<file path="src/rtl/fetch_pc_unit_if.sv">
// Fetch-unit bus bundle: pipeline control, branch input, instruction ROM port and ID output.
// id_adel exists only when FETCH_ALIGN_CHECK_EN is defined.
interface fetch_pc_unit_if #(
  parameter int ADDR_W = 32
);
  logic              stall;
  logic              flush;
  logic [ADDR_W-1:0] flush_pc;
  logic              branch_flag;
  logic [ADDR_W-1:0] branch_addr;
  logic              rom_en;
  logic [ADDR_W-1:0] rom_addr;
  logic              rom_ready;
  logic [31:0]       rom_rdata;
  logic              id_valid;
  logic [ADDR_W-1:0] id_addr;
  logic [31:0]       id_inst;
`ifdef FETCH_ALIGN_CHECK_EN
  logic              id_adel;
`endif

  modport master (
`ifdef FETCH_ALIGN_CHECK_EN
    output id_adel,
`endif
    input  stall, flush, flush_pc, branch_flag, branch_addr, rom_ready, rom_rdata,
    output rom_en, rom_addr, id_valid, id_addr, id_inst
  );

  modport slave (
`ifdef FETCH_ALIGN_CHECK_EN
    input  id_adel,
`endif
    output stall, flush, flush_pc, branch_flag, branch_addr, rom_ready, rom_rdata,
    input  rom_en, rom_addr, id_valid, id_addr, id_inst
  );
endinterface

</file>
<file path="src/rtl/fetch_pc_unit.sv">
// IF-stage PC generator: one ROM request at a time, held IF/ID register, MIPS delay-slot branches.
// Optional FETCH_ALIGN_CHECK_EN: misaligned PC delivers an address-error marker instead of fetching.
module fetch_pc_unit #(
  parameter int                ADDR_W   = 32,
  parameter logic [ADDR_W-1:0] RESET_PC = 32'hBFC0_0000
) (
  input logic           clk,
  input logic           rst_n,
  fetch_pc_unit_if.master bus
);
  localparam logic [1:0] S_BOOT  = 2'd0;
  localparam logic [1:0] S_FETCH = 2'd1;
  localparam logic [1:0] S_HOLD  = 2'd2;

  logic [1:0]        state_q, state_d;
  logic [ADDR_W-1:0] pc_q, pc_d;
  logic              pend_valid_q, pend_valid_d;
  logic [ADDR_W-1:0] pend_addr_q, pend_addr_d;
  logic              buf_valid_q, buf_valid_d;
  logic [ADDR_W-1:0] buf_addr_q, buf_addr_d;
  logic [31:0]       buf_inst_q, buf_inst_d;
  logic              id_valid_q, id_valid_d;
  logic [ADDR_W-1:0] id_addr_q, id_addr_d;
  logic [31:0]       id_inst_q, id_inst_d;
  logic              id_adel_q, id_adel_d;

  logic              misalign, rom_en, done, br_acc;
  logic [ADDR_W-1:0] pc_inc;

  always_comb begin
    state_d      = state_q;
    pc_d         = pc_q;
    pend_valid_d = pend_valid_q;
    pend_addr_d  = pend_addr_q;
    buf_valid_d  = buf_valid_q;
    buf_addr_d   = buf_addr_q;
    buf_inst_d   = buf_inst_q;
    id_valid_d   = id_valid_q;
    id_addr_d    = id_addr_q;
    id_inst_d    = id_inst_q;
    id_adel_d    = id_adel_q;

`ifdef FETCH_ALIGN_CHECK_EN
    misalign = (pc_q[1:0] != 2'b00);
`else
    misalign = 1'b0;
`endif
    rom_en = (state_q == S_FETCH) && !misalign;
    done   = rom_en && bus.rom_ready;
    br_acc = id_valid_q && !bus.stall && bus.branch_flag;
    pc_inc = pc_q + ADDR_W'(4);

    if (br_acc) begin
      pend_valid_d = 1'b1;
      pend_addr_d  = bus.branch_addr;
    end

    case (state_q)
      S_BOOT: state_d = S_FETCH;
      S_FETCH: begin
        if (misalign) begin
          if (!bus.stall) begin
            id_valid_d = 1'b1;
            id_addr_d  = pc_q;
            id_inst_d  = '0;
            id_adel_d  = 1'b1;
          end
        end else if (done) begin
          // A branch leaving ID in this cycle makes the completing fetch its delay slot.
          pc_d         = br_acc ? bus.branch_addr : (pend_valid_q ? pend_addr_q : pc_inc);
          pend_valid_d = 1'b0;
          if (!bus.stall) begin
            id_valid_d = 1'b1;
            id_addr_d  = pc_q;
            id_inst_d  = bus.rom_rdata;
            id_adel_d  = 1'b0;
          end else begin
            buf_valid_d = 1'b1;
            buf_addr_d  = pc_q;
            buf_inst_d  = bus.rom_rdata;
            state_d     = S_HOLD;
          end
        end else if (!bus.stall) begin
          id_valid_d = 1'b0;
        end
      end
      S_HOLD: begin
        if (!bus.stall) begin
          id_valid_d  = buf_valid_q;
          id_addr_d   = buf_addr_q;
          id_inst_d   = buf_inst_q;
          id_adel_d   = 1'b0;
          buf_valid_d = 1'b0;
          state_d     = S_FETCH;
          // The buffered instruction is already the delay slot, so redirect now.
          if (br_acc) begin
            pc_d         = bus.branch_addr;
            pend_valid_d = 1'b0;
          end
        end
      end
      default: state_d = S_FETCH;
    endcase

    if (bus.flush) begin
      state_d      = S_FETCH;
      pc_d         = bus.flush_pc;
      pend_valid_d = 1'b0;
      buf_valid_d  = 1'b0;
      id_valid_d   = 1'b0;
    end
  end

  always_ff @(posedge clk or negedge rst_n) begin
    if (!rst_n) begin
      state_q      <= S_BOOT;
      pc_q         <= RESET_PC;
      pend_valid_q <= 1'b0;
      pend_addr_q  <= '0;
      buf_valid_q  <= 1'b0;
      buf_addr_q   <= '0;
      buf_inst_q   <= '0;
      id_valid_q   <= 1'b0;
      id_addr_q    <= '0;
      id_inst_q    <= '0;
      id_adel_q    <= 1'b0;
    end else begin
      state_q      <= state_d;
      pc_q         <= pc_d;
      pend_valid_q <= pend_valid_d;
      pend_addr_q  <= pend_addr_d;
      buf_valid_q  <= buf_valid_d;
      buf_addr_q   <= buf_addr_d;
      buf_inst_q   <= buf_inst_d;
      id_valid_q   <= id_valid_d;
      id_addr_q    <= id_addr_d;
      id_inst_q    <= id_inst_d;
      id_adel_q    <= id_adel_d;
    end
  end

  assign bus.rom_en   = rom_en;
  assign bus.rom_addr = pc_q;
  assign bus.id_valid = id_valid_q;
  assign bus.id_addr  = id_addr_q;
  assign bus.id_inst  = id_inst_q;
`ifdef FETCH_ALIGN_CHECK_EN
  assign bus.id_adel  = id_adel_q;
`else
  logic unused_adel;
  assign unused_adel = id_adel_q;
`endif
endmodule

</file>
<file path="src/flat_wrapper.sv">
// flat-port wrapper written by rule: the top's interface ports become plain ports
module fetch_pc_unit_flat 
#(
  parameter int                ADDR_W   = 32,
  parameter logic [ADDR_W-1:0] RESET_PC = 32'hBFC0_0000
)
  (clk, rst_n, bus_stall, bus_flush, bus_flush_pc, bus_branch_flag, bus_branch_addr, bus_rom_ready, bus_rom_rdata, bus_rom_en, bus_rom_addr, bus_id_valid, bus_id_addr, bus_id_inst);
  fetch_pc_unit_if #(.ADDR_W(ADDR_W)) bus_i ();
  input logic clk;
  input logic rst_n;
  input wire logic [$bits(bus_i.stall)-1:0] bus_stall;
  input wire logic [$bits(bus_i.flush)-1:0] bus_flush;
  input wire logic [$bits(bus_i.flush_pc)-1:0] bus_flush_pc;
  input wire logic [$bits(bus_i.branch_flag)-1:0] bus_branch_flag;
  input wire logic [$bits(bus_i.branch_addr)-1:0] bus_branch_addr;
  input wire logic [$bits(bus_i.rom_ready)-1:0] bus_rom_ready;
  input wire logic [$bits(bus_i.rom_rdata)-1:0] bus_rom_rdata;
  output wire logic [$bits(bus_i.rom_en)-1:0] bus_rom_en;
  output wire logic [$bits(bus_i.rom_addr)-1:0] bus_rom_addr;
  output wire logic [$bits(bus_i.id_valid)-1:0] bus_id_valid;
  output wire logic [$bits(bus_i.id_addr)-1:0] bus_id_addr;
  output wire logic [$bits(bus_i.id_inst)-1:0] bus_id_inst;
  assign bus_i.stall = bus_stall;
  assign bus_i.flush = bus_flush;
  assign bus_i.flush_pc = bus_flush_pc;
  assign bus_i.branch_flag = bus_branch_flag;
  assign bus_i.branch_addr = bus_branch_addr;
  assign bus_i.rom_ready = bus_rom_ready;
  assign bus_i.rom_rdata = bus_rom_rdata;
  assign bus_rom_en = bus_i.rom_en;
  assign bus_rom_addr = bus_i.rom_addr;
  assign bus_id_valid = bus_i.id_valid;
  assign bus_id_addr = bus_i.id_addr;
  assign bus_id_inst = bus_i.id_inst;
  fetch_pc_unit #(.ADDR_W(ADDR_W), .RESET_PC(RESET_PC)) u_core (.clk(clk), .rst_n(rst_n), .bus(bus_i));
endmodule
</file>
<file path="config.mk">
export PLATFORM = sky130hd
export DESIGN_NAME = fetch_pc_unit_flat
export DESIGN_NICKNAME = d
export VERILOG_FILES = /design/src/rtl/fetch_pc_unit_if.sv /design/src/rtl/fetch_pc_unit.sv /design/src/flat_wrapper.sv
export SDC_FILE = /design/constraint.sdc
export NUM_CORES = 1
export LEC_CHECK = 0
export ABC_CLOCK_PERIOD_IN_PS = 5200
export BUFFER_PORTS_ARGS = -buffer_cell sky130_fd_sc_hd__buf_2
export CAP_MARGIN = 20
export CORE_MARGIN = 3
export CORE_UTILIZATION = 35
export CTS_BUF_LIST = sky130_fd_sc_hd__clkbuf_16
export CTS_CLUSTER_DIAMETER = 60
export DETAILED_ROUTE_END_ITERATION = 8
export GPL_TIMING_DRIVEN = 0
export PLACE_DENSITY = 0.59
export SLEW_MARGIN = 20
export SYNTH_ARGS = -nofsm -noshare
export SYNTH_HDL_FRONTEND = slang
export SYNTH_SLANG_ARGS = --single-unit
</file>
<file path="constraint.sdc">
create_clock -name clk -period 5.2 [get_ports clk]
set_input_delay 1.04 -clock clk [delete_from_list [all_inputs] [get_ports clk]]
set_output_delay 1.04 -clock clk [all_outputs]
set_load 0.1 [all_outputs]
</file>
### Word-level counts from Yosys, hierarchy flattened

Cells that the tools add are included.

| word-level totals | value |
|---|---|
| flip-flop bits (word level) | 197 |
| bits of input ports | 102 |
| output and inout port bits | 98 |
| word-level logic and storage cells | 69 |

| operators by class | value |
|---|---|
| $add $sub $neg | 1 |
| equality and inequality tests | 10 |
| mux-type cells | 36 |
| reductions and logical operators | 12 |

Operator list:

| operator | count |
|---|---|
| $mux W32 | 12 |
| $pmux W32 S2 | 3 |
| $add A32 B3 Y32 const B | 1 |
| $mux W1 | 13 |
| $reduce_and A4 Y1 | 3 |
| $ne A3 B3 Y1 const B | 3 |
| $reduce_and A3 Y1 | 3 |
| $mux W2 | 4 |
| $ne A3 B2 Y1 const B | 2 |
| $pmux W1 S2 | 3 |
| $ne A2 B2 Y1 const B | 2 |
| $pmux W2 S2 | 1 |
| $logic_and A1 B1 Y1 | 3 |
| $reduce_bool A3 Y1 | 1 |
| $eq A2 B1 Y1 const B | 1 |
| $eq A2 B2 Y1 const B | 1 |
| $ne A2 B1 Y1 const B | 1 |
| $reduce_bool A2 Y1 | 1 |
| $logic_not A1 Y1 | 1 |

### Logic depth before layout (Yosys ltp)

| depth | value |
|---|---|
| word-level depth | 8 |
| gate-level depth with buffers | 10 |
| mapped depth without buffers | 7 |

### Least setup slack after synthesis

OpenSTA, ideal clock, no wires.

| timing path | value |
|---|---|
| path type | reg2reg |
| start | reg u_core.state_q[1] |
| end | reg u_core.pc_q[28], in the netlist u_core.bus.rom_addr[28] |
| setup time | 88 ps |
| arrival | 2577 ps |
| data required time | 5112 ps |
| slack | 2535 ps |
| stages on the path, launching flop included | 9 |
| path buffers | 2 |
| period minus slack after synthesis | 2665 ps |
| cell sequence | dfrtp_1 -> inv_1 -> ha_1 -> clkbuf_1 -> nand2b_1 -> a311oi_1 -> buf_2 -> o21ai_0 -> or3_1 |

| between the ends | value |
|---|---|
| longest elaborated chain between the ends | 4 |
| elaborated cells between the ends (all ways) | 10 |
| classes of those cells | 5 x eq/ne; 2 x mux; 3 x reduce/logical |

Ends and longest elaborated chain:

| element | RTL line | text |
|---|---|---|
| start, declared | fetch_pc_unit.sv:15 | `logic [1:0] state_q, state_d;` |
| start signal, assigned | fetch_pc_unit.sv:128 | `state_q <= state_d;` |
| $eq A2 B1 Y1 * | n/a |  |
| net bus_rom_en | flat_wrapper.sv:18 | `output wire logic [$bits(bus_i.rom_en)-1:0] bus_rom_en;` |
| $logic_and A1 B1 Y1 | fetch_pc_unit.sv:49 | `done = rom_en && bus.rom_ready;` |
| $ne A3 B2 Y1 (no line) | n/a |  |
| $reduce_and A4 Y1 (no line) | n/a |  |
| end signal, assigned | fetch_pc_unit.sv:129 | `pc_q <= pc_d;` |
| end, declared | fetch_pc_unit.sv:16 | `logic [ADDR_W-1:0] pc_q, pc_d;` |

The timed path passes the listed nets; every way through them passes the cells marked *.
A chain may end at the register's enable or synchronous reset.

### Worst setup path after layout

| timing path | value |
|---|---|
| start | in bus_flush |
| end | reg u_core.pc_q[6], in the netlist u_core.bus.rom_addr[6] |

| between the ends | value |
|---|---|
| longest elaborated chain between the ends | 2 |
| elaborated cells between the ends (all ways) | 6 |
| classes of those cells | 3 x eq/ne; 1 x mux; 2 x reduce/logical |

Ends and longest elaborated chain:

| element | RTL line | text |
|---|---|---|
| start, declared | flat_wrapper.sv:12 | `input wire logic [$bits(bus_i.flush)-1:0] bus_flush;` |
| $ne A3 B2 Y1 (no line), or another cell as far along | n/a |  |
| $reduce_and A4 Y1 (no line) | n/a |  |

Several ways; a longest one is shown, not always the timed one.

==> impl_metrics.env <==
export IMPL_utilization_pct=44.1
export IMPL_routabilityCongestion=0.857
export IMPL_grtUsageTotal_pct=19.7
export IMPL_p_clk_share_pct=22.6
export IMPL_drt_total_wl_mm=28.2
export IMPL_hpwl_mm=20.2
export IMPL_period_share_pct=54.8
export IMPL_setup_viol=0
export IMPL_path_cells="clkbuf_1 > clkbuf_1 > clkbuf_1 > a222oi_1 > o31a_1 > o22ai_1"
export IMPL_crit_family="buffers and inverters"
export IMPL_synth_top_area_cell="dfrtp_1"
export IMPL_crit_slowest_cell="clkbuf_1"
export IMPL_hold_viol_final=0
export IMPL_ys_top_cells_by_area="dfrtp_1 (51%), mux2_2 (7.5%), mux2i_1 (7.0%)"
export IMPL_cts_resized=0
export IMPL_post_dp_cell_area_um2=10700
export IMPL_crit_cells=6
export IMPL_drc_errors=0
export IMPL_power_frac_comb_pct=40.5
export IMPL_ys_flop_type="dfrtp_1"
export IMPL_rsz0062_at_grt="false"
export IMPL_crit_path_max_fanout=10
export IMPL_power_switching_mw=2.84
export IMPL_synth_cell_types=60
export IMPL_core_area_um2=25500
export IMPL_grt_pass1_wl_mm=43.9
export IMPL_slew_headroom_pct=38.8
export IMPL_final_nets=1194
export IMPL_clockBufferDepth=2
export IMPL_port_buffers=197
export IMPL_tightest_slew_ns=0.918
export IMPL_clk_transition_reported_paths_ns=0.09
export IMPL_die_area_um2=28300
export IMPL_timing_setup_tns_ns=0
export IMPL_skew_ns=0.0272
export IMPL_r2r_slack_ns=2.45
export IMPL_hold_buffers=0
export IMPL_grt_pass1_vias=7592
export IMPL_pwr_density_cell_nw_per_um2=532
export IMPL_initialDrtViolationCount=886
export IMPL_syn_area_per_cell_um2=10.6
export IMPL_ys_seq_area_share_pct=53.7
export IMPL_fin_cells=1433
export IMPL_cts_tree="done"
export IMPL_timing_critical_path_mode_cell="clkbuf_1"
export IMPL_num_fill_cells=2539
export IMPL_syn_num_nets=976
export IMPL_area_growth_pct=22.3
export IMPL_drv_cap=0
export IMPL_final_antenna_net_count=0
export IMPL_leakage_nw=4.85
export IMPL_swShare_pct=47.4
export IMPL_async_flop_share_pct=100
export IMPL_vias=7719
export IMPL_startpoint_type="input port"
export IMPL_worstSetupPathType="in -> reg"
export IMPL_required_ns=5.55
export IMPL_cts_made_buffers=17
export IMPL_via_per_inst=5.39
export IMPL_arrival_ns=3.20
export IMPL_num_rows=58
export IMPL_end_kind="register"
export IMPL_grt_antenna_before_repair=1
export IMPL_drive_gt1_share_pct=29.6
export IMPL_io_pins=200
export IMPL_worst_r2r_cell_count=9
export IMPL_ys_warn_count=0
export IMPL_design_area_um2=11200
export IMPL_grt_overflow=0
export IMPL_h_tree_depth=4
export IMPL_hp_class="in -> async"
export IMPL_clock_root_buffer="clkbuf_16"
export IMPL_fp_dieH_um=168
export IMPL_power_frac_seq_pct=36.9
export IMPL_grt_max_degree=96
export IMPL_wire_per_inst_um=19.6
export IMPL_final_common_cell="buf_2"
export IMPL_p_int_mw=3.15
export IMPL_outcome="finished clean"
export IMPL_max_freq_mhz=351
export IMPL_placed_cells_incl_taps=1400
export IMPL_syn_cell_area_um2=9200
export IMPL_drtPass1Iterations=8
export IMPL_netlist_instances=871
export IMPL_synth_edf_count=0
export IMPL_cp_slowest_stage_delay_ns=0.64
export IMPL_clock_latency_ns=0.45
export IMPL_period_minus_slack_ns=2.85
export IMPL_peakVddDrop_v=0.000241
export IMPL_critical_path_buf_inv_count=3
export IMPL_cts_sinks=197
export IMPL_synth_seq_cells=197
export IMPL_post_cts_buffers=0
export IMPL_mostFrequentLayoutCells="buf_2 (209), dfrtp_1 (188), nand2_1 (112), nor2_1 (80), a21oi_1 (78)"
export IMPL_initial_core_util_pct=36.1
export IMPL_yosys_area_top_type_share_pct=51.2
export IMPL_slew_violations=0
export IMPL_dieWidth_um=168
## final timing paths
kind | startpoint | end
worst max-delay path | bus_flush | u_core.bus.rom_addr[6]
worst min-delay path | rst_n | u_core.bus.id_inst[7]
worst max register to register | u_core.state_q[0] | u_core.bus.id_addr[11]
worst min register to register | u_core.pend_addr_q[16] | u_core.pend_addr_q[16]
max in group asynchronous | rst_n | u_core.bus.rom_addr[24]
min in group clk | u_core.pend_addr_q[16] | u_core.pend_addr_q[16]
## flip-flops by register name, summed over array words and instances, names as in the netlist
register             flops
u_core.buf_addr_q       32
u_core.buf_inst_q       32
u_core.bus.id_addr      32
u_core.bus.id_inst      32
u_core.bus.rom_addr     32
u_core.pend_addr_q      32
u_core.state_q           2
u_core.buf_valid_q       1
u_core.bus.id_valid      1
u_core.pend_valid_q      1
## power groups by stage
| stage | Clock, mW | Sequential (mW) | Combinational, mW |
|---|---|---|---|
| floorplan | 0 | 3.57 | 0.575 |
| global placement | 0 | 2.22 | 2.41 |
| detailed placement | 0 | 2.24 | 2.44 |
| CTS | 1.38 | 2.21 | 2.44 |
| global route | 1.44 | 2.27 | 2.55 |
| finish | 1.35 | 2.21 | 2.42 |
## cells in the mapped netlist, types with 5 or more instances
cell type,count
nand2_1,112
dfstp_2,9
o31a_1,9
buf_2,13
clkbuf_1,48
inv_1,9
dfrtp_1,188
mux2i_1,64
o21ai_0,33
mux2_2,61
a21oi_1,78
a222oi_1,28
a31oi_1,10
nor3_1,5
nand4_1,10
o21ai_1,11
nand3_1,16
nor2_1,80
o22ai_1,6
a22o_1,8
buf_1,5
## cells by family (layout without fill, tap and decap cells)
group | after synthesis | in the layout | synth area share (%)
AND/OR/NAND/NOR | 260 | 260 | 13.1
AO/OA/AOI/OAI | 206 | 206 | 14.5
flip-flops | 197 | 197 | 53.7
multiplexers | 127 | 127 | 14.7
buffers and inverters | 78 | 309 | 3.52
adder cells (fa/ha/maj) | 3 | 3 | 0.408
other | 0 | 1 | 0
## area by class of cell
| class | instances | area (um2) | share of cell area, % |
|---|---|---|---|
| Inverter | 9 | 33.8 | 0.300 |
| Clock inverter | 15 | 156 | 1.39 |
| Timing Repair Buffer | 199 | 1050 | 9.35 |
| Clock buffer | 17 | 425 | 3.78 |
| Antenna cell | 1 | 2.50 | 0.0223 |
| Sequential cell | 197 | 4940 | 43.9 |
| Buffer | 69 | 290 | 2.58 |
| Tap cell | 330 | 413 | 3.67 |
| Multi-Input combinational cell | 596 | 3930 | 35.0 |
## metal layers
metal	global-route usage [%]	wire (um)	vias to the layer above	share of wire [%]
met5	0	0	-	0
met4	5.87	496	0	1.8
met3	3.52	2160	25	7.7
met2	30.8	13000	287	46
met1	28.3	12500	3814	44
li1	-	-	3593	-
## metrics by stage
stage	hold WS [ns]	setup slack, ns	power, mW
2_1_floorplan	0.440	2.53	4.14
3_3_place_gp	0.453	-0.430	4.63
3_5_place_dp	0.463	2.00	4.68
4_1_cts	0.381	2.42	6.03
5_1_grt	0.380	2.25	6.26
6_report	0.386	2.35	5.98
(Power assumes the default switching activity.)
